## src/rtl/spi_master_n_if.sv

```systemverilog
// CPU-side bus of the SPI master: strobe, select, address, data and interrupt.
interface spi_master_n_if;
  logic       nE;
  logic       nSEL;
  logic       RW;
  logic [1:0] A;
  logic [7:0] DIN;
  logic [7:0] DOUT;
  logic       DOE;
  logic       nIRQ;

  modport master (output nE, nSEL, RW, A, DIN, input DOUT, DOE, nIRQ);
  modport slave  (input nE, nSEL, RW, A, DIN, output DOUT, DOE, nIRQ);
endinterface

```

## src/rtl/spi_master_n.sv

```systemverilog
// Byte-wide SPI master with NCS chip selects, programmable divider,
// CPOL/CPHA/LSB-first modes, overrun flag and completion interrupt.
// Everything runs on MHZ48; the CPU strobe is resynchronised.
module spi_master_n #(
  parameter int         NCS       = 4,
  parameter logic [7:0] RESET_DIV = 8'd59
) (
  input  logic           MHZ48,
  input  logic           nRES,
  spi_master_n_if.slave  bus,
  output logic           SCLK,
  output logic           MOSI,
  input  logic           MISO,
  output logic [NCS-1:0] nSS
);

  typedef enum logic {IDLE, RUN} state_t;

  // bus synchronisers: nESync[2] is the previous synced value for edge detect
  logic [2:0]      nESync;
  logic [1:0]      nSelSync, rwSync;
  logic [1:0][1:0] aSync;
  logic [1:0][7:0] dinSync;

  // access holding registers
  logic       holdVld, holdRw;
  logic [1:0] holdA;
  logic [7:0] holdDin;

  // programmer-visible state
  logic [3:0] ctrl;
  logic [7:0] div, rx;
  logic       done, ovr, busy;

  // shifter
  state_t     state, stateNext;
  logic [7:0] cnt, divEff, tx, rxSh, rxNext;
  logic [3:0] edgeK;
  logic [2:0] outIdx;
  logic       commit, load, start, tc, lastEdge, leading, txBit;
  logic       wrData, wrCtrl, wrDiv, wrCs, rdData, rdStatus;
  logic       cpol, cpha, lsbf;
  logic [7:0] csRead;

  assign cpol = ctrl[0];
  assign cpha = ctrl[1];
  assign lsbf = ctrl[2];

  assign load   = ~nESync[1] & ~nSelSync[1];
  assign commit = nESync[1] & ~nESync[2] & holdVld;

  assign wrData   = commit & ~holdRw & (holdA == 2'd0);
  assign wrCtrl   = commit & ~holdRw & (holdA == 2'd1);
  assign wrDiv    = commit & ~holdRw & (holdA == 2'd2);
  assign wrCs     = commit & ~holdRw & (holdA == 2'd3);
  assign rdData   = commit &  holdRw & (holdA == 2'd0);
  assign rdStatus = commit &  holdRw & (holdA == 2'd1);

  assign busy     = (state == RUN);
  assign start    = wrData & ~busy;
  assign divEff   = (div == 8'd0) ? 8'd1 : div;
  assign tc       = (cnt == divEff);
  assign lastEdge = busy & tc & (edgeK == 4'd15);
  assign leading  = ~edgeK[0];
  // leading edges emit the current bit (CPHA=1), trailing edges the next one (CPHA=0)
  assign outIdx   = leading ? edgeK[3:1] : edgeK[3:1] + 3'd1;
  assign txBit    = tx[lsbf ? outIdx : 3'd7 - outIdx];
  assign rxNext   = lsbf ? {MISO, rxSh[7:1]} : {rxSh[6:0], MISO};

  // resynchronise the asynchronous CPU bus and hold the access being strobed
  always_ff @(posedge MHZ48) begin
    if (!nRES) begin
      nESync   <= 3'b111;
      nSelSync <= 2'b11;
      rwSync   <= 2'b11;
      aSync    <= '0;
      dinSync  <= '0;
      holdVld  <= 1'b0;
      holdRw   <= 1'b1;
      holdA    <= 2'd0;
      holdDin  <= 8'd0;
    end else begin
      nESync   <= {nESync[1:0], bus.nE};
      nSelSync <= {nSelSync[0], bus.nSEL};
      rwSync   <= {rwSync[0], bus.RW};
      aSync    <= {aSync[0], bus.A};
      dinSync  <= {dinSync[0], bus.DIN};
      if (load) begin
        holdVld <= 1'b1;
        holdRw  <= rwSync[1];
        holdA   <= aSync[1];
        holdDin <= dinSync[1];
      end else if (commit) begin
        holdVld <= 1'b0;
      end
    end
  end

  // transfer state register
  always_ff @(posedge MHZ48) begin
    if (!nRES) state <= IDLE;
    else       state <= stateNext;
  end

  // IDLE -> RUN on an accepted DATA write, back after the 16th edge
  always_comb begin
    stateNext = state;
    case (state)
      IDLE: if (start) stateNext = RUN;
      RUN:  if (lastEdge) stateNext = IDLE;
      default: stateNext = IDLE;
    endcase
  end

  // registers, divider, clock generation and shifting
  always_ff @(posedge MHZ48) begin
    if (!nRES) begin
      ctrl  <= 4'd0;
      div   <= RESET_DIV;
      nSS   <= '1;
      done  <= 1'b0;
      ovr   <= 1'b0;
      rx    <= 8'd0;
      rxSh  <= 8'd0;
      tx    <= 8'd0;
      cnt   <= 8'd0;
      edgeK <= 4'd0;
      SCLK  <= 1'b0;
      MOSI  <= 1'b1;
    end else begin
      if (wrCtrl && !busy) ctrl <= holdDin[3:0];
      if (wrDiv && !busy)  div  <= holdDin;
      if (wrCs)            nSS  <= holdDin[NCS-1:0];
      if (wrData && busy)  ovr  <= 1'b1;
      if (rdStatus)        ovr  <= 1'b0;
      // completion outranks a clear landing on the same cycle
      if (start || rdData) done <= 1'b0;
      if (lastEdge)        done <= 1'b1;

      if (start) begin
        tx    <= holdDin;
        rxSh  <= 8'd0;
        cnt   <= 8'd0;
        edgeK <= 4'd0;
        if (!cpha) MOSI <= lsbf ? holdDin[0] : holdDin[7];
      end

      if (!busy) begin
        SCLK <= cpol;
      end else if (!tc) begin
        cnt <= cnt + 8'd1;
      end else begin
        cnt   <= 8'd0;
        edgeK <= edgeK + 4'd1;
        SCLK  <= ~SCLK;
        if (leading) begin
          if (cpha) MOSI <= txBit;
          else      rxSh <= rxNext;
        end else begin
          if (cpha)                    rxSh <= rxNext;
          else if (edgeK != 4'd15)     MOSI <= txBit;
        end
        if (edgeK == 4'd15) begin
          rx   <= cpha ? rxNext : rxSh;
          SCLK <= cpol;
        end
      end
    end
  end

  // CS readback with unused positions reading as 1
  always_comb begin
    csRead = 8'hFF;
    csRead[NCS-1:0] = nSS;
  end

  // register read mux, driven straight off the raw address
  always_comb begin
    bus.DOUT = 8'd0;
    case (bus.A)
      2'd0: bus.DOUT = rx;
      2'd1: bus.DOUT = {busy, done, ovr, 1'b0, ctrl};
      2'd2: bus.DOUT = div;
      2'd3: bus.DOUT = csRead;
      default: bus.DOUT = 8'd0;
    endcase
  end

  assign bus.DOE  = ~bus.nSEL & ~bus.nE & bus.RW;
  assign bus.nIRQ = ~(ctrl[3] & done);

endmodule

```

## src/flat_wrapper.sv

```systemverilog
// flat-port wrapper written by rule: the top's interface ports become plain ports
module spi_master_n_flat 
#(
  parameter int         NCS       = 4,
  parameter logic [7:0] RESET_DIV = 8'd59
)
  (MHZ48, nRES, SCLK, MOSI, MISO, nSS, bus_nE, bus_nSEL, bus_RW, bus_A, bus_DIN, bus_DOUT, bus_DOE, bus_nIRQ);
  spi_master_n_if bus_i ();
  input  logic MHZ48;
  input  logic nRES;
  output logic SCLK;
  output logic MOSI;
  input  logic MISO;
  output logic [NCS-1:0] nSS;
  input wire logic [$bits(bus_i.nE)-1:0] bus_nE;
  input wire logic [$bits(bus_i.nSEL)-1:0] bus_nSEL;
  input wire logic [$bits(bus_i.RW)-1:0] bus_RW;
  input wire logic [$bits(bus_i.A)-1:0] bus_A;
  input wire logic [$bits(bus_i.DIN)-1:0] bus_DIN;
  output wire logic [$bits(bus_i.DOUT)-1:0] bus_DOUT;
  output wire logic [$bits(bus_i.DOE)-1:0] bus_DOE;
  output wire logic [$bits(bus_i.nIRQ)-1:0] bus_nIRQ;
  assign bus_i.nE = bus_nE;
  assign bus_i.nSEL = bus_nSEL;
  assign bus_i.RW = bus_RW;
  assign bus_i.A = bus_A;
  assign bus_i.DIN = bus_DIN;
  assign bus_DOUT = bus_i.DOUT;
  assign bus_DOE = bus_i.DOE;
  assign bus_nIRQ = bus_i.nIRQ;
  spi_master_n #(.NCS(NCS), .RESET_DIV(RESET_DIV)) u_core (.MHZ48(MHZ48), .nRES(nRES), .bus(bus_i), .SCLK(SCLK), .MOSI(MOSI), .MISO(MISO), .nSS(nSS));
endmodule
```

## config.mk

```make
export PLATFORM = sky130hd
export DESIGN_NAME = spi_master_n_flat
export DESIGN_NICKNAME = d
export VERILOG_FILES = /design/src/rtl/spi_master_n_if.sv /design/src/rtl/spi_master_n.sv /design/src/flat_wrapper.sv
export SDC_FILE = /design/constraint.sdc
export NUM_CORES = 1
export LEC_CHECK = 0
export ABC_CLOCK_PERIOD_IN_PS = 1870
export CORE_MARGIN = 4
export CORE_UTILIZATION = 52
export CTS_CLUSTER_SIZE = 12
export DETAILED_ROUTE_END_ITERATION = 10
export PLACE_DENSITY = 0.85
export SYNTH_ARGS = -nofsm -noshare
export SYNTH_HDL_FRONTEND = slang
export SYNTH_SLANG_ARGS = --single-unit
export TNS_END_PERCENT = 20
```

## constraint.sdc

```tcl
create_clock -name MHZ48 -period 1.87 [get_ports MHZ48]
set_clock_uncertainty 0.15 [all_clocks]
set_input_delay 0.374 -clock MHZ48 [delete_from_list [all_inputs] [get_ports MHZ48]]
set_output_delay 0.374 -clock MHZ48 [all_outputs]
set_load 0.03 [all_outputs]
```

==> results_dict.tcl <==
set metrics [dict create \
    cts_tree "done" \
    layout_commonest_cell "dfxtp_1" \
    overflow 0 \
    cp_slowest_cell "dfxtp_4" \
    synth_top_family_by_area "simple AND/OR/NAND/NOR gates" \
    wl_per_cell_um 18.04 \
    whs_ns 0.2067 \
    initial_core_util_pct 54.76 \
    grt_pass1_vias 3845 \
    fillers 514 \
    nNetsFinal 568 \
    rsz0062_at_grt "yes" \
    ant_nets 0 \
    clk_path_buf_depth 2 \
    status "finished with violations" \
    hpwlAfterDp_mm 7.355 \
    setup_viol 39 \
    grt_use_total_pct 24.47 \
    placedCellCount 621 \
    layout_common_cells "dfxtp_1, nand2_1, buf_4" \
    final_layout_size_suffix_gt1_share_pct 28.88 \
    grt_max_degree 64 \
    die_h_um 99.14 \
    synth_edf_count 0 \
    netlist_area_um2 4319 \
    power_mw 3.609 \
    drv_slew 0 \
    hold_violations 0 \
    arrival_ns 2.26 \
    fin_util_pct 71.45 \
    power_leakage_nw 2.170 \
    violations "negative setup slack" \
    fmax_mhz 476.7 \
    synthCells 467 \
    slew_headroom_pct 54.02 \
    clk_pin_slew_worst_paths_ns 0.11 \
    maxCapViolations 0 \
    min_path_type "in -> reg" \
    synth_compound_area_share_pct 14.14 \
    synth.yosys.seq_area_share_pct 44.50 \
    critPathCaptureType "register" \
    die_w_um 99.14 \
    synth_xor_area_share_pct 3.795 \
    synth-seq-cells 96 \
    rows 32 \
    grt_first_pass_wirelength_mm 19.06 \
    synth_cell_types 54 \
    die_area_um2 9828 \
    synthMuxAreaShare_pct 9.705 \
    cp_data_required_time_ns 2.04 \
    fin_setup_tns_ns -5.385 \
    h-tree-depth 3 \
    drt_iter0_drc 441 \
    layout.cells.non_filler 656 \
    cts-root-buf "clkbuf_8" \
    syn_nets 486 \
    cts.sinks 96 \
    yosys_warnings 0 \
    dr.pass1.iters 8 \
    insertion_delay_ns 0.38 \
    finalCritPeriodShare_pct 112.2 \
    area_growth_pct 30.47 \
    antenna_found_initial 0 \
    crit_path_max_incr_delay_ns 0.39 \
    async_flop_share_pct 0 \
    vias 3870 \
    worstMarginPinSlew_ns 0.6848 \
    synth-adder-area-share_pct 0.8691 \
    place_congestion 0.8334 \
    path_class "reg -> reg" \
    cts_made_buffers 9 \
    fin_crit_ns 2.098 \
    coreArea_um2 7888 \
    port_buffers 31 \
    vdd_drop_max_mv 0.5911 \
    synthFlopType "dfxtp_1" \
    via_per_inst 5.899 \
    ioPinCount 32 \
    synthSimpleGateAreaFrac_pct 23.55 \
    worstPathCellList "xor2_2 -> nor4_4 -> buf_4 -> nand4_4 -> nor4_4 -> buf_4 -> o211ai_1 -> a21boi_1" \
    path_max_fanout 4 \
    antenna_cells 0 \
    drc 0 \
    avgSynthCellArea_um2 9.249 \
    worst_setup_path_start_kind "register" \
    wl_mm 11.83 \
    worst_slack_ns -0.2277 \
    power_density_nw_per_um2 640.5 \
]
==> metrics by stage <==
stage | setup WS [ns] | area, um2
floorplan | -0.07482 | 4337
global placement | -0.7654 | 5007
detailed placement | -0.7637 | 5007
CTS | -0.1779 | 5559
global route | -0.3291 | 5635
finish | -0.2277 | 5635
==> cells by family after synthesis <==
kind of cell,after synthesis
AOI/OAI and AO/OA,87
xor gates and xnor gates,17
adders and majority gates,3
buffers and inverters,34
DFF,96
muxes,36
and+or+nand+nor,194
==> timing repair <==
item | CTS | global route
gates resized for setup | 104 | 22
endpoints found under the setup margin | 47 | 46
hold buffers | 0 | 0
setup buffers | 16 | 1
pin swaps | 39 | 13
gates cloned | 2 | 0
==> final timing paths <==
path	startpoint	endpoint	slack, ns	depth (start not counted)
hold / removal	nRES	u_core.cnt[1]	0.21	2
setup reg to reg	u_core.div[2]	u_core.rx[6]	-0.23	8
setup / recovery	u_core.div[2]	u_core.rx[6]	-0.23	8
hold reg to reg	u_core.nESync[0]	u_core.nESync[1]	0.27	1
==> worst max-delay path, delay by kind of cell, from the launching register on <==
kind	cells	cell delay, ns
AND/OR/NAND/NOR	3	0.75
XOR/XNOR	1	0.16
buffers and inverters	2	0.38
flip-flops	1	0.39
AO/OA/AOI/OAI	2	0.21
==> state kept, by name (all words and copies together) (netlist names), 4 cells and up <==
signal / flops
u_core.aSync: 4
u_core.cnt: 8
u_core.ctrl: 4
u_core.dinSync: 16
u_core.div: 8
u_core.edgeK: 4
u_core.holdDin: 8
u_core.nSS: 4
u_core.rx: 8
u_core.rxSh: 8
u_core.tx: 8
==> power by group <==
part	total (mW)	leakage [nW]	switching [mW]	internal [mW]
Clock	1.35	0.101	0.824	0.527
Sequential	2.07	0.784	0.00871	2.06
Combinational	0.186	1.29	0.0904	0.0955
==> cell usage after synthesis (all sizes together) (2+ instances only) <==
cell type	instances	area, um2
nor3	16	80.08
nor2	25	93.84
or2	2	12.51
clkbuf	23	96.34
xor2	9	86.34
o21a	11	82.58
a21oi	5	28.78
mux2	4	45.04
o211ai	10	80.07
and2	23	143.9
nand3	10	55.05
a31oi	2	12.51
nand4	5	52.55
a211o	2	17.52
nor3b	2	15.01
nand2b	10	62.56
and3	9	60.06
buf	6	33.78
nand2	71	266.5
or3	2	12.51
o22a	4	35.03
dfxtp	96	1922
o21ai	20	100.1
xnor2	8	77.58
mux4	4	90.09
ha	3	37.54
nor4	5	61.31
mux2i	28	284.0
nor2b	11	68.82
a21boi	28	210.2
inv	5	18.77
==> layout make-up <==
type                    instances  area (um2)  area share, %
well taps                     102       127.6          2.265
clock buffers                   9       123.9          2.198
multi-input cells             338        2469          43.81
clock inverters                 7       73.82          1.310
flip-flops and latches         96        1956          34.70
repair buffers                 99       863.3          15.32
inverters                       5       22.52         0.3996
==> metal layers <==
metal	global-route usage (%)	part of all wire [%]
met3	6.171	7.9
met5	0	0
met2	40.70	48
met1	29.27	40
met4	12.50	4.4
Power figures use the tool's default switching activity.
